===== src/rtl/cmd_ram_ctrl.sv =====
// Command-driven single-port RAM: opcode+payload words set addresses, write and read; read data on valid/ready.
// Optional CMD_RAM_AUTOINC_EN: accepted WRITE/READ post-increment their address, wrapping at MEM_DEPTH-1.
module cmd_ram_ctrl #(
    parameter int DATA_WIDTH = 8,
    parameter int ADDR_WIDTH = 8,
    parameter int MEM_DEPTH  = 256
) (
    input  logic                  clk,
    input  logic                  rst_n,
    input  logic [DATA_WIDTH+1:0] din,
    input  logic                  rx_valid,
    output logic [DATA_WIDTH-1:0] dout,
    output logic                  tx_valid,
    input  logic                  tx_ready,
    output logic                  err
);

    typedef enum logic [1:0] {
        OP_SET_WADDR = 2'b00,
        OP_WRITE     = 2'b01,
        OP_SET_RADDR = 2'b10,
        OP_READ      = 2'b11
    } op_t;

    localparam logic [ADDR_WIDTH:0] DEPTH_EXT = (ADDR_WIDTH+1)'(MEM_DEPTH);

    logic [DATA_WIDTH-1:0] r_mem [0:MEM_DEPTH-1];

    logic [ADDR_WIDTH-1:0] r_wr_addr;
    logic [ADDR_WIDTH-1:0] r_rd_addr;
    logic [DATA_WIDTH-1:0] r_dout;
    logic                  r_tx_valid;
    logic                  r_err;

    op_t                   w_op;
    logic [DATA_WIDTH-1:0] w_payload;
    logic [ADDR_WIDTH-1:0] w_addr;
    logic                  w_addr_ok;
    logic [ADDR_WIDTH-1:0] w_wr_addr_next;
    logic [ADDR_WIDTH-1:0] w_rd_addr_next;
    logic                  w_tx_valid_next;
    logic                  w_err_next;
    logic                  w_wr_en;
    logic                  w_rd_en;

    assign w_op      = op_t'(din[DATA_WIDTH+1:DATA_WIDTH]);
    assign w_payload = din[DATA_WIDTH-1:0];
    assign w_addr    = w_payload[ADDR_WIDTH-1:0];
    // Zero-extended compare so a full power-of-two depth never rejects
    assign w_addr_ok = ({1'b0, w_addr} < DEPTH_EXT);

`ifdef CMD_RAM_AUTOINC_EN
    localparam logic [ADDR_WIDTH-1:0] LAST_ADDR = ADDR_WIDTH'(MEM_DEPTH - 1);

    function automatic logic [ADDR_WIDTH-1:0] inc_addr(input logic [ADDR_WIDTH-1:0] a);
        return (a == LAST_ADDR) ? '0 : a + ADDR_WIDTH'(1);
    endfunction
`endif

    always_comb begin
        w_wr_addr_next  = r_wr_addr;
        w_rd_addr_next  = r_rd_addr;
        w_tx_valid_next = r_tx_valid & ~tx_ready;
        w_err_next      = 1'b0;
        w_wr_en         = 1'b0;
        w_rd_en         = 1'b0;
        if (rx_valid) begin
            case (w_op)
                OP_SET_WADDR: begin
                    if (w_addr_ok) w_wr_addr_next = w_addr;
                    else           w_err_next     = 1'b1;
                end
                OP_WRITE: begin
                    w_wr_en = 1'b1;
`ifdef CMD_RAM_AUTOINC_EN
                    w_wr_addr_next = inc_addr(r_wr_addr);
`endif
                end
                OP_SET_RADDR: begin
                    if (w_addr_ok) w_rd_addr_next = w_addr;
                    else           w_err_next     = 1'b1;
                end
                OP_READ: begin
                    // A held, unconsumed result blocks a new read
                    if (!r_tx_valid || tx_ready) begin
                        w_rd_en         = 1'b1;
                        w_tx_valid_next = 1'b1;
`ifdef CMD_RAM_AUTOINC_EN
                        w_rd_addr_next  = inc_addr(r_rd_addr);
`endif
                    end else begin
                        w_err_next = 1'b1;
                    end
                end
                default: ;
            endcase
        end
    end

    always_ff @(posedge clk) begin
        if (!rst_n) begin
            r_wr_addr  <= '0;
            r_rd_addr  <= '0;
            r_tx_valid <= 1'b0;
            r_err      <= 1'b0;
        end else begin
            r_wr_addr  <= w_wr_addr_next;
            r_rd_addr  <= w_rd_addr_next;
            r_tx_valid <= w_tx_valid_next;
            r_err      <= w_err_next;
        end
    end

    always_ff @(posedge clk) begin
        if (rst_n && w_wr_en) begin
            r_mem[r_wr_addr] <= w_payload;
        end
    end

    // Registered read port with resettable output register
    always_ff @(posedge clk) begin
        if (!rst_n) begin
            r_dout <= '0;
        end else if (w_rd_en) begin
            r_dout <= r_mem[r_rd_addr];
        end
    end

    assign dout     = r_dout;
    assign tx_valid = r_tx_valid;
    assign err      = r_err;

endmodule


===== config.mk =====
export PLATFORM = sky130hd
export DESIGN_NAME = cmd_ram_ctrl
export DESIGN_NICKNAME = d
export VERILOG_FILES = /design/src/rtl/cmd_ram_ctrl.sv
export SDC_FILE = /design/constraint.sdc
export NUM_CORES = 2
export LEC_CHECK = 0
export CAP_MARGIN = 15
export CELL_PAD_IN_SITES_DETAIL_PLACEMENT = 1
export CELL_PAD_IN_SITES_GLOBAL_PLACEMENT = 2
export CORE_MARGIN = 2
export CORE_UTILIZATION = 40
export DETAILED_ROUTE_END_ITERATION = 12
export GPL_TIMING_DRIVEN = 1
export HOLD_SLACK_MARGIN = 0.03
export PLACE_DENSITY = 0.63
export SLEW_MARGIN = 10
export SYNTH_ARGS = -nofsm -noshare
export SYNTH_HDL_FRONTEND = slang
export SYNTH_SLANG_ARGS = --single-unit
export TNS_END_PERCENT = 10

===== constraint.sdc =====
create_clock -name clk -period 3.17 [get_ports clk]
set_input_delay 0.634 -clock clk [delete_from_list [all_inputs] [get_ports clk]]
set_output_delay 0.634 -clock clk [all_outputs]
set_load 0.01 [all_outputs]

==> metrics.txt <==
Skew-Pair Late Insertion Delay=about 0.86 ns; Fin Hold WS=~0.17 ns; Core Footprint=202000 um^2; first-pass GRT wire length=about 350000 um; RSZ-0062 raised after global routing=false; Mapped Area=slightly above 80000 um^2; worst setup path class=reg -> reg; crit start category=flop; port bufs=23; layout net count=just under 5000; Async SR Flop Fraction=0%; count of pins over their slew limit=0; drt via density=approximately 5.8; vias in the first global route=44924; sequential area share after synthesis=around 76%; min-delay worst type=in -> reg; Max Cap Violations=0; arrival time at the worst endpoint=approximately 3.9 ns; Num CTS Buffers=around 220; routed len/inst=32.9 um; drt first-iter violations=4832; Synth area leaders=edfxtp_1 (75%), mux4_2 (8.7%), mux2i_1 (4.7%), nor2_1 (1.3%), o22ai_1 (0.87%); CP endpoint kind=flop; Yosys cell types=between 70 and 80; Yosys top cell by area=edfxtp_1; Yosys top cell area share=around 75%; RD Place Congestion=0.842; Least-Margin Pin Slew=slightly above 0.9 ns; largest net degree at the start of global routing=between 90 and 100; gr usage total=24.0%; Via Count=around 44000; clock skew=0.0292 ns; prevailing post-synth register cell=edfxtp_1; initial antenna violation count=7; post-DP HPWL=around 170000 um; H-tree depth=4; Seq cells post-synth=approximately 2100; fin area=approximately 97000 um^2; Post-synth EDFFs=just over 2000; Root Driver=clkbuf_16; Net Count, Synth=roughly 4100; die area=a little over 200000 um^2; pwr/cell area=about 590 nW/um^2; Longest Clk Path Bufs=3; Synth Instances=around 4100; Tmin final=approximately 3.2 ns; # setup viols final=0; Die Height=roughly 460 um; Final period util=between 90% and 100%; I/O Pins=24; drt pass-1 iters=6; VDD IR-drop max=between 600 and 700 uV; Avg Cell Area, Syn=between 15 and 20 um^2; Post-DP Area=about 90000 um^2; final hold violation count=0; Post-DRT Antenna Nets=0; Detailed Route WL=about 250000 um; CTS Sinks=around 2100; Worst Path Required=approximately 3.9 ns; total grt overflow=0; share of cells above drive strength 1=~28%; Static Leak=between 0.03 and 0.04 uW; most frequent cell after synthesis=edfxtp_1; CTS tree=built; Max FO, Critical Path=23; status=finished clean; synth-to-layout area growth=18.6%; Yosys Warn Count=0; DRC=0; Initial Util=roughly two fifths; clock slew at reported path FFs=~0.060 ns; synth cell count leaders=edfxtp_1 (2048), mux2i_1 (379), mux4_2 (314); fmax=317 MHz; cell row count=165; relative slew slack=roughly 39%; DIE WIDTH=456 um; fill count=roughly 19000
## kinds of logic (layout without fill, tap and decap cells)
group	count (synthesis)	after routing	synth area share [%]
AND/OR/NAND/NOR	576	576	3.08
other	0	4	0
buffers and inverters	258	1138	2.64
multiplexers	713	713	13.9
AO/OA/AOI/OAI	489	489	4.34
flip-flops	2074	2074	76.1
## final cells by class
type / instances / area, um^2 / area share [%]
well taps: 2672 / 3340 / 3.46
flip-flops and latches: 2074 / 62000 / 64.2
repair buffers: 732 / 6900 / 7.13
clock inverters: 125 / 1020 / 1.06
inverters: 5 / 21.3 / 0.0220
multi-input cells: 1778 / 17600 / 18.2
clock buffers: 276 / 5760 / 5.95
diodes: 4 / 10.0 / 0.0104
## layout by cell type, fill, tap and decap left out, types with 14 or more instances in the layout
cell and count:
edfxtp_1 2048, buf_4 604, mux2i_1 378, mux4_2 314
nor2_1 283, clkbuf_16 223, nand2_1 140, o22ai_1 112
buf_12 90, a21oi_1 59, clkinv_1 53, clkbuf_1 52
a211oi_1 49, o221ai_1 44, a22oi_1 43, clkinv_2 43
nand3_1 34, o21ai_0 33, a221oi_1 28, dfxtp_1 22
nor2b_1 21, nor3_1 20, a211o_1 17, mux4_1 16
a31oi_1 15, clkdlybuf4s50_1 15, nand4_1 14
## critical path, stage by stage, from the launching register on
cell      delay [ns]
dfxtp_4         0.42
buf_12          0.25
buf_12          0.20
mux2i_1         0.31
o22ai_1         0.12
nor3_1          0.18
buf_4           0.16
a31oi_1         0.07
buf_4           0.14
o211ai_1        0.56
nor4_1          0.11
buf_4           0.19
a211o_1         0.27
## state kept, by name, indices dropped and copies added, names as in the netlist
register / count
dout: 8
err: 1
r_mem: 2048
r_rd_addr: 8
r_wr_addr: 8
tx_valid: 1
## where the power goes
part	switching [uW]	internal (uW)	total, uW
logic	1430	738	2160
clock network	10700	13800	24500
registers	34.8	30100	30200
total	12200	44600	56800
## through the flow
stage,worst slack (ns),util [%],instances,setup TNS (ns),power (uW)
final,0.0176,47.8,7666,0,56800
after global placement,-0.835,44.2,7248,-1.54,32800
after detailed placement,-0.781,44.2,7248,-1.62,32900
after floorplan,0.409,-,4110,0,31600
after global routing,0.00181,47.8,7663,0,58300
after CTS,-0.0994,47.6,7649,-0.0994,57200
## path summary, 6_finish.rpt
path,start,end,slack (ns),cells after the start
min,din[1],r_mem[112][1],0.17,1
max reg2reg,r_rd_addr[0],dout[7],0.02,12
max,r_rd_addr[0],dout[7],0.02,12
min reg2reg,tx_valid,err,0.50,2
## per-layer routing
layer,GRT usage [%],routed length (um),vias up
met5,0,23,-
met4,5.88,5720,4
met3,3.41,14200,279
li1,-,-,18369
met2,39.0,122000,1419
met1,34.2,110000,24035
## what timing repair did
| item | CTS | global route |
|---|---|---|
| gates cloned | 0 | 3 |
| setup buffers | 0 | 10 |
| gates resized for setup | 17 | 27 |
| pin swaps | 0 | 4 |
| hold endpoints to repair | 0 | 0 |
| hold buffers | 0 | 0 |
| endpoints found under the setup margin | 7 | 5 |
Note: power is estimated with default switching activity, not from simulation.
